**src/rtl/dly_seq_pkg.sv**
```systemverilog
// Shared encodings for the byte-lane delay sequencer: command ops, directions,
// FSM state codes and lane bit indices.
package dly_seq_pkg;

  localparam int unsigned OP_W  = 2;
  localparam int unsigned BIT_W = 4;
  localparam int unsigned CNT_W = 4;
  localparam int unsigned ST_W  = 3;

  typedef enum logic [OP_W-1:0] {
    SET_ONE   = 2'd0,
    SET_ALL   = 2'd1,
    APPLY     = 2'd2,
    SET_APPLY = 2'd3
  } op_e;

  localparam logic DIR_OUT = 1'b0;
  localparam logic DIR_IN  = 1'b1;

  localparam logic [ST_W-1:0] S_IDLE   = 3'd0;
  localparam logic [ST_W-1:0] S_SET    = 3'd1;
  localparam logic [ST_W-1:0] S_HOLD   = 3'd2;
  localparam logic [ST_W-1:0] S_LD     = 3'd3;
  localparam logic [ST_W-1:0] S_SETTLE = 3'd4;

  localparam int unsigned DQ0     = 0;
  localparam int unsigned DM_BIT  = 8;
  localparam int unsigned DQS_BIT = 9;

  // True when a bit index addresses a real delay channel of the lane.
  function automatic logic bit_legal(input logic [BIT_W-1:0] b, input int unsigned num_bits);
    return 32'(b) < num_bits;
  endfunction

endpackage

```
**src/rtl/byte_lane_dly_sequencer_if.sv**
```systemverilog
// Delay command handshake between calibration control and the lane sequencer.
interface byte_lane_dly_sequencer_if
  import dly_seq_pkg::*;
#(
  parameter int unsigned DLY_WIDTH = 8
) ();

  logic                 cmd_valid;
  logic                 cmd_ready;
  logic [OP_W-1:0]      cmd_op;
  logic                 cmd_dir;
  logic [BIT_W-1:0]     cmd_bit;
  logic [DLY_WIDTH-1:0] cmd_delay;

  modport master (
    output cmd_valid, cmd_op, cmd_dir, cmd_bit, cmd_delay,
    input  cmd_ready
  );

  modport slave (
    input  cmd_valid, cmd_op, cmd_dir, cmd_bit, cmd_delay,
    output cmd_ready
  );

endinterface

```
**src/rtl/dly_shadow_regs.sv**
```systemverilog
// Staged/active shadow copies of every lane delay, mirroring what the I/O cells
// hold, plus the registered readback port.
module dly_shadow_regs
  import dly_seq_pkg::*;
#(
  parameter int unsigned NUM_BITS  = 10,
  parameter int unsigned DLY_WIDTH = 8
) (
  input  logic                 clk_div,
  input  logic                 rst_n,
  input  logic [DLY_WIDTH-1:0] dly_data,
  input  logic [NUM_BITS-1:0]  set_odelay,
  input  logic [NUM_BITS-1:0]  set_idelay,
  input  logic [NUM_BITS-1:0]  ld_odelay,
  input  logic [NUM_BITS-1:0]  ld_idelay,
  input  logic                 rd_dir,
  input  logic [BIT_W-1:0]     rd_bit,
  output logic [DLY_WIDTH-1:0] rd_data
);

  logic [DLY_WIDTH-1:0] staged [2][NUM_BITS];
  logic [DLY_WIDTH-1:0] active [2][NUM_BITS];

  // Set strobes capture the bus into staged; load strobes copy staged to active.
  always_ff @(posedge clk_div or negedge rst_n) begin
    if (!rst_n) begin
      for (int unsigned b = 0; b < NUM_BITS; b++) begin
        staged[DIR_OUT][b] <= '0;
        staged[DIR_IN][b]  <= '0;
        active[DIR_OUT][b] <= '0;
        active[DIR_IN][b]  <= '0;
      end
    end else begin
      for (int unsigned b = 0; b < NUM_BITS; b++) begin
        if (set_odelay[b]) staged[DIR_OUT][b] <= dly_data;
        if (set_idelay[b]) staged[DIR_IN][b]  <= dly_data;
        if (ld_odelay[b])  active[DIR_OUT][b] <= staged[DIR_OUT][b];
        if (ld_idelay[b])  active[DIR_IN][b]  <= staged[DIR_IN][b];
      end
    end
  end

  always_ff @(posedge clk_div or negedge rst_n) begin
    if (!rst_n) begin
      rd_data <= '0;
    end else if (bit_legal(rd_bit, NUM_BITS)) begin
      rd_data <= active[rd_dir][rd_bit];
    end else begin
      rd_data <= '0;
    end
  end

endmodule

```
**src/rtl/byte_lane_dly_sequencer.sv**
```systemverilog
// Sequences set/load delay programming for one DDR3 byte lane (8 DQ, DM, DQS)
// from a valid/ready command stream.
module byte_lane_dly_sequencer
  import dly_seq_pkg::*;
#(
  parameter int unsigned NUM_BITS      = 10,
  parameter int unsigned DLY_WIDTH     = 8,
  parameter int unsigned SETTLE_CYCLES = 4
) (
  input  logic                 clk_div,
  input  logic                 rst_n,
  byte_lane_dly_sequencer_if.slave cmd,
  output logic [DLY_WIDTH-1:0] dly_data,
  output logic [NUM_BITS-1:0]  set_odelay,
  output logic [NUM_BITS-1:0]  set_idelay,
  output logic [NUM_BITS-1:0]  ld_odelay,
  output logic [NUM_BITS-1:0]  ld_idelay,
  output logic                 err,
  input  logic                 err_clr,
  input  logic                 rd_dir,
  input  logic [BIT_W-1:0]     rd_bit,
  output logic [DLY_WIDTH-1:0] rd_data
);

  localparam logic [NUM_BITS-1:0] ALL_MASK = {NUM_BITS{1'b1}};

  logic [ST_W-1:0]     state, state_next;
  logic [CNT_W-1:0]    cnt, cnt_next;
  op_e                 op_q;
  logic                dir_q;
  logic                accept_c;
  logic                err_hit;
  logic [NUM_BITS-1:0] sel_mask;
  logic [NUM_BITS-1:0] set_o_next, set_i_next, ld_o_next, ld_i_next;

  // Next-state and next-strobe decode; strobes are registered so they line up
  // with the state they belong to.
  always_comb begin
    state_next = state;
    cnt_next   = cnt;
    set_o_next = '0;
    set_i_next = '0;
    ld_o_next  = '0;
    ld_i_next  = '0;
    err_hit    = 1'b0;
    accept_c   = cmd.cmd_valid && cmd.cmd_ready;
    sel_mask   = NUM_BITS'(1) << cmd.cmd_bit;

    case (state)
      S_IDLE: begin
        if (accept_c) begin
          case (op_e'(cmd.cmd_op))
            SET_ONE, SET_APPLY: begin
              if (bit_legal(cmd.cmd_bit, NUM_BITS)) begin
                state_next = S_SET;
                if (cmd.cmd_dir == DIR_IN) set_i_next = sel_mask;
                else                       set_o_next = sel_mask;
              end else begin
                err_hit = 1'b1;
              end
            end
            SET_ALL: begin
              state_next = S_SET;
              if (cmd.cmd_dir == DIR_IN) set_i_next = ALL_MASK;
              else                       set_o_next = ALL_MASK;
            end
            APPLY: begin
              state_next = S_LD;
              if (cmd.cmd_dir == DIR_IN) ld_i_next = ALL_MASK;
              else                       ld_o_next = ALL_MASK;
            end
          endcase
        end
      end
      S_SET: state_next = S_HOLD;
      S_HOLD: begin
        if (op_q == SET_APPLY) begin
          state_next = S_LD;
          if (dir_q == DIR_IN) ld_i_next = ALL_MASK;
          else                 ld_o_next = ALL_MASK;
        end else begin
          state_next = S_IDLE;
        end
      end
      S_LD: begin
        if (SETTLE_CYCLES == 0) begin
          state_next = S_IDLE;
        end else begin
          state_next = S_SETTLE;
          cnt_next   = CNT_W'(SETTLE_CYCLES - 1);
        end
      end
      S_SETTLE: begin
        if (cnt == '0) state_next = S_IDLE;
        else           cnt_next   = cnt - CNT_W'(1);
      end
      default: state_next = S_IDLE;
    endcase
  end

  // State register together with every registered output it drives.
  always_ff @(posedge clk_div or negedge rst_n) begin
    if (!rst_n) begin
      state         <= S_IDLE;
      cnt           <= '0;
      cmd.cmd_ready <= 1'b1;
      set_odelay    <= '0;
      set_idelay    <= '0;
      ld_odelay     <= '0;
      ld_idelay     <= '0;
      dly_data      <= '0;
      op_q          <= SET_ONE;
      dir_q         <= DIR_OUT;
      err           <= 1'b0;
    end else begin
      state         <= state_next;
      cnt           <= cnt_next;
      cmd.cmd_ready <= (state_next == S_IDLE);
      set_odelay    <= set_o_next;
      set_idelay    <= set_i_next;
      ld_odelay     <= ld_o_next;
      ld_idelay     <= ld_i_next;
      if (accept_c) begin
        op_q  <= op_e'(cmd.cmd_op);
        dir_q <= cmd.cmd_dir;
      end
      if (state == S_IDLE && state_next == S_SET) dly_data <= cmd.cmd_delay;
      if (err_hit)      err <= 1'b1;
      else if (err_clr) err <= 1'b0;
    end
  end

  dly_shadow_regs #(
    .NUM_BITS  (NUM_BITS),
    .DLY_WIDTH (DLY_WIDTH)
  ) u_shadow (
    .clk_div    (clk_div),
    .rst_n      (rst_n),
    .dly_data   (dly_data),
    .set_odelay (set_odelay),
    .set_idelay (set_idelay),
    .ld_odelay  (ld_odelay),
    .ld_idelay  (ld_idelay),
    .rd_dir     (rd_dir),
    .rd_bit     (rd_bit),
    .rd_data    (rd_data)
  );

endmodule

```
**src/flat_wrapper.sv**
```systemverilog
// flat-port wrapper written by rule: the top's interface ports become plain ports
module byte_lane_dly_sequencer_flat import dly_seq_pkg::*;
#(
  parameter int unsigned NUM_BITS      = 10,
  parameter int unsigned DLY_WIDTH     = 8,
  parameter int unsigned SETTLE_CYCLES = 4
)
  (clk_div, rst_n, dly_data, set_odelay, set_idelay, ld_odelay, ld_idelay, err, err_clr, rd_dir, rd_bit, rd_data, cmd_cmd_valid, cmd_cmd_op, cmd_cmd_dir, cmd_cmd_bit, cmd_cmd_delay, cmd_cmd_ready);
  byte_lane_dly_sequencer_if #(.DLY_WIDTH(DLY_WIDTH)) cmd_i ();
  input  logic clk_div;
  input  logic rst_n;
  output logic [DLY_WIDTH-1:0] dly_data;
  output logic [NUM_BITS-1:0] set_odelay;
  output logic [NUM_BITS-1:0] set_idelay;
  output logic [NUM_BITS-1:0] ld_odelay;
  output logic [NUM_BITS-1:0] ld_idelay;
  output logic err;
  input  logic err_clr;
  input  logic rd_dir;
  input  logic [BIT_W-1:0] rd_bit;
  output logic [DLY_WIDTH-1:0] rd_data;
  input wire logic [$bits(cmd_i.cmd_valid)-1:0] cmd_cmd_valid;
  input wire logic [$bits(cmd_i.cmd_op)-1:0] cmd_cmd_op;
  input wire logic [$bits(cmd_i.cmd_dir)-1:0] cmd_cmd_dir;
  input wire logic [$bits(cmd_i.cmd_bit)-1:0] cmd_cmd_bit;
  input wire logic [$bits(cmd_i.cmd_delay)-1:0] cmd_cmd_delay;
  output wire logic [$bits(cmd_i.cmd_ready)-1:0] cmd_cmd_ready;
  assign cmd_i.cmd_valid = cmd_cmd_valid;
  assign cmd_i.cmd_op = cmd_cmd_op;
  assign cmd_i.cmd_dir = cmd_cmd_dir;
  assign cmd_i.cmd_bit = cmd_cmd_bit;
  assign cmd_i.cmd_delay = cmd_cmd_delay;
  assign cmd_cmd_ready = cmd_i.cmd_ready;
  byte_lane_dly_sequencer #(.NUM_BITS(NUM_BITS), .DLY_WIDTH(DLY_WIDTH), .SETTLE_CYCLES(SETTLE_CYCLES)) u_core (.clk_div(clk_div), .rst_n(rst_n), .cmd(cmd_i), .dly_data(dly_data), .set_odelay(set_odelay), .set_idelay(set_idelay), .ld_odelay(ld_odelay), .ld_idelay(ld_idelay), .err(err), .err_clr(err_clr), .rd_dir(rd_dir), .rd_bit(rd_bit), .rd_data(rd_data));
endmodule
```
**config.mk**
```make
export PLATFORM = sky130hd
export DESIGN_NAME = byte_lane_dly_sequencer_flat
export DESIGN_NICKNAME = d
export VERILOG_FILES = /design/src/rtl/dly_seq_pkg.sv /design/src/rtl/byte_lane_dly_sequencer_if.sv /design/src/rtl/dly_shadow_regs.sv /design/src/rtl/byte_lane_dly_sequencer.sv /design/src/flat_wrapper.sv
export SDC_FILE = /design/constraint.sdc
export NUM_CORES = 1
export LEC_CHECK = 0
export CAP_MARGIN = 20
export CORE_ASPECT_RATIO = 1.75
export CORE_UTILIZATION = 35
export CTS_CLUSTER_DIAMETER = 50
export DETAILED_ROUTE_END_ITERATION = 10
export DONT_BUFFER_PORTS = 1
export GPL_TIMING_DRIVEN = 0
export PLACE_DENSITY_LB_ADDON = 0.08
export SLEW_MARGIN = 20
export SYNTH_ARGS = -nofsm -noshare
export SYNTH_HDL_FRONTEND = slang
export SYNTH_SLANG_ARGS = --single-unit
```
**constraint.sdc**
```tcl
create_clock -name clk_div -period 1.68 [get_ports clk_div]
set_clock_uncertainty 0.15 [all_clocks]
set_input_delay 0.336 -clock clk_div [delete_from_list [all_inputs] [get_ports clk_div]]
set_output_delay 0.336 -clock clk_div [all_outputs]
set_load 0.01 [all_outputs]
```
==> flow_summary.yaml <==
placement:
  numPortBuffers: 0
  place_congestion: 0.815
  place_hpwl_um: 27200
  placed_cell_area_um2: 16000
  post-place-ws_ps: -709
  dp_cells: 1573
floorplanning:
  die-area_um2: 44700
  die_w_um: 160
  ios: 82
  num_rows: 101
  fp.dieH_um: 279
  initial_core_util_pct: 35.4
  coreArea_um2: 43300
route:
  drt_iter0_markers: 356
  wl_per_cell_um: 24.7
  num_vias: 8409
  drc: 0
  drt_first_pass_iters: 4
  viasPerCell: 5.03
  wl_um: 41300
  drtAntennaViolNets: 0
pwr:
  p_sw_share_pct: 29.5
  leakagePower_nw: 8.25
  irDropWorstVdd_uv: 721
  p_int_mw: 21.3
  power.density_nw_per_um2: 1690
  clkPwrFrac_pct: 28.9
  p_switching_mw: 8.93
  comb_power_share_pct: 24.2
  power_frac_seq_pct: 46.9
cells_and_area:
  area_growth_pct: 16.8
  stdcell_count: 1672
  seq_area_um2: 9260
  post-route-util_pct: 41.4
  diodes: 0
  final_cell_area_um2: 17900
  fillers: 3996
  final_nets: 1106
  multiInputGateArea_um2: 5720
  mostFrequentLayoutCell: "dfrtp_1"
  layout_common_cells: "366 x dfrtp_1, 328 x mux2_2, 41 x clkbuf_16"
  final_layout_size_suffix_gt1_share_pct: 48.6
logic_synthesis:
  synth_area_um2: 15300
  synth-seq-area-share_pct: 60.4
  ys_types: 46
  syn_inst: 1007
  synth_nets: 1035
  synth_edf_count: 0
  yosysWarnings: 0
  synthArstFlopShare_pct: 100
  synth_area_per_cell_um2: 15.2
  synth_seq_cells: 370
  ys.flop_type: "dfrtp_1"
clock_network:
  cts_hold_buf: 20
  clock-sinks: 370
  clk_pin_slew_ps: 70
  clk_latency_ps: 530
  h-tree-depth: 2
  cts_tree: "done"
  clockBufferDepth: 3
  ctsRootBufferMaster: "clkbuf_16"
  cts_made_buffers: 39
min_path:
  hold_class: "in -> async"
global_route:
  antenna_found_initial: 0
  grt_pass1_wl_um: 62300
  grt_pass1_vias: 9309
  grt_use_total_pct: 19.1
  overflow: 0
  grt_max_degree: 371
timing:
  tightest_slew_ps: 1060
  finalHoldViolCount: 370
  min_period_ps: 1770
  finalSetupViolCount: 28
  relSlewSlack_pct: 29.5
  slew_violations: 0
  fmax_ghz: 0.566
  period_share_pct: 105
  rsz0062_at_grt: "true"
  fin_ws_ps: -86.5
  hold_ws_ps: -654
setup_path:
  ff2ff_path_depth: 5
  critPathKind: "reg -> reg"
  arrival_ps: 2040
  start_kind: "flip-flop"
  cp.required_ps: 1950
  end_kind: "flip-flop"
  critPathMaxFanout: 7
status:
  outcome: "finished with violations"
  violations: "negative hold slack, negative setup slack"
flow_run:
  cap_viol_max_count: 0
state kept, by name (all words and copies together), names as in the netlist:
name / cells
u_core.u_shadow.active: 160
u_core.u_shadow.staged: 160
u_core.set_idelay: 10
u_core.set_odelay: 10
u_core.dly_data: 8
u_core.u_shadow.rd_data: 8
u_core.cnt: 4
u_core.state: 3
u_core.op_q: 2
u_core.cmd.cmd_ready: 1
u_core.dir_q: 1
u_core.err: 1
u_core.ld_idelay: 1
u_core.ld_odelay: 1
routing by layer:
metal | routed length (µm) | track usage [%] | vias up
met2 | 21900 | 34.9 | 153
met1 | 16900 | 22.8 | 4494
met3 | 1440 | 2.96 | 52
met5 | 0 | 0 | -
met4 | 1100 | 6.23 | 0
li1 | - | - | 3710
kinds of logic (layout without fill, tap and decap cells):
family / after synthesis / count (layout) / share of synthesized area (%)
muxes: 395 / 395 / 30.6
adders and majority gates: 4 / 4 / 0.326
AOI/OAI and AO/OA: 47 / 47 / 1.98
xor gates and xnor gates: 1 / 1 / 0.0571
and+or+nand+nor: 90 / 90 / 3.18
DFF: 370 / 370 / 60.4
buffers and inverters: 100 / 199 / 3.48
synth_stat cells, types with 2 or more instances:
cell	count	area [µm²]
nand2b_1	2	12.5
and3b_1	3	26.3
buf_4	18	135
a21oi_1	18	90.1
mux2i_1	42	420
dfrtp_1	369	9230
nor2_1	14	52.6
buf_2	23	115
o21ai_0	2	10.0
nor4bb_1	2	20.0
buf_1	5	18.8
buf_6	4	45.0
o211ai_1	9	67.6
clkbuf_1	39	146
ha_1	4	50.1
nand2_1	35	131
a31oi_1	2	12.5
nor3_1	3	15.0
inv_1	9	33.8
mux4_2	16	360
o22ai_1	3	18.8
nand3_1	4	20.0
nor3b_1	3	22.5
nand4_1	8	50.1
nor2b_1	6	37.5
mux2_2	328	3690
a22oi_1	9	67.6
mux4_1	8	210
buf_12	2	40.0
worst paths after layout:
kind | from | endpoint | slack, ps
worst max-delay path | u_core.cmd.cmd_ready$_DFF_PN1_ | u_core.dly_data[4]$_DFFE_PN0P_ | -90
worst min-delay path | rst_n | u_core.u_shadow.staged[52]$_DFFE_PN0P_ | -650
worst max register to register | u_core.cmd.cmd_ready$_DFF_PN1_ | u_core.dly_data[4]$_DFFE_PN0P_ | -90
worst min register to register | u_core.op_q[0]$_DFFE_PN0N_ | u_core.op_q[0]$_DFFE_PN0N_ | 330
max in group asynchronous | rst_n | u_core.u_shadow.staged[148]$_DFFE_PN0P_ | 1160
min in group clk_div | cmd_cmd_bit[1] | u_core.err$_DFFE_PN0P_ | 30
power groups by stage:
stage                     clock [mW]  combinational (mW)  sequential (mW)
after detailed placement           0                6.95             14.3
after global placement             0                6.80             14.2
final                           8.74                7.33             14.2
after CTS                       9.04                7.33             14.2
after floorplan                    0                4.90             13.6
after global routing            9.32                7.89             14.7
worst max-delay path: stages (launching register included):
cell and delay (ps):
dfstp_2 620, nand2_4 50, and2b_2 260, nand3_4 90
buf_12 170, mux2_4 300
stage by stage:
stage	total power, mW	setup TNS [ps]	hold slack [ps]
3_5_place_dp	21.3	-113810	-91.3
5_1_grt	31.9	-2150	-681
6_report	30.3	-787	-654
3_3_place_gp	21.0	-112260	-90.9
2_1_floorplan	18.5	0	-110
4_1_cts	30.6	-1620	-675
what timing repair did:
item                                   4_1_cts  5_1_grt
pin swaps                                    1        3
endpoints found under the hold margin      412      370
setup endpoints to repair                  341      104
cloned                                       1        0
setup buffers                                6        3
gates resized for setup                     78       48
final cells by class:
class	count	area share, %
Buffer	91	3.50
Clock buffer	59	6.49
Clock inverter	10	0.635
Inverter	9	0.188
Multi-Input combinational cell	537	31.9
Sequential cell	370	51.7
Tap cell	566	3.95
Timing Repair Buffer	30	1.66
Power figures use the tool's default switching activity.
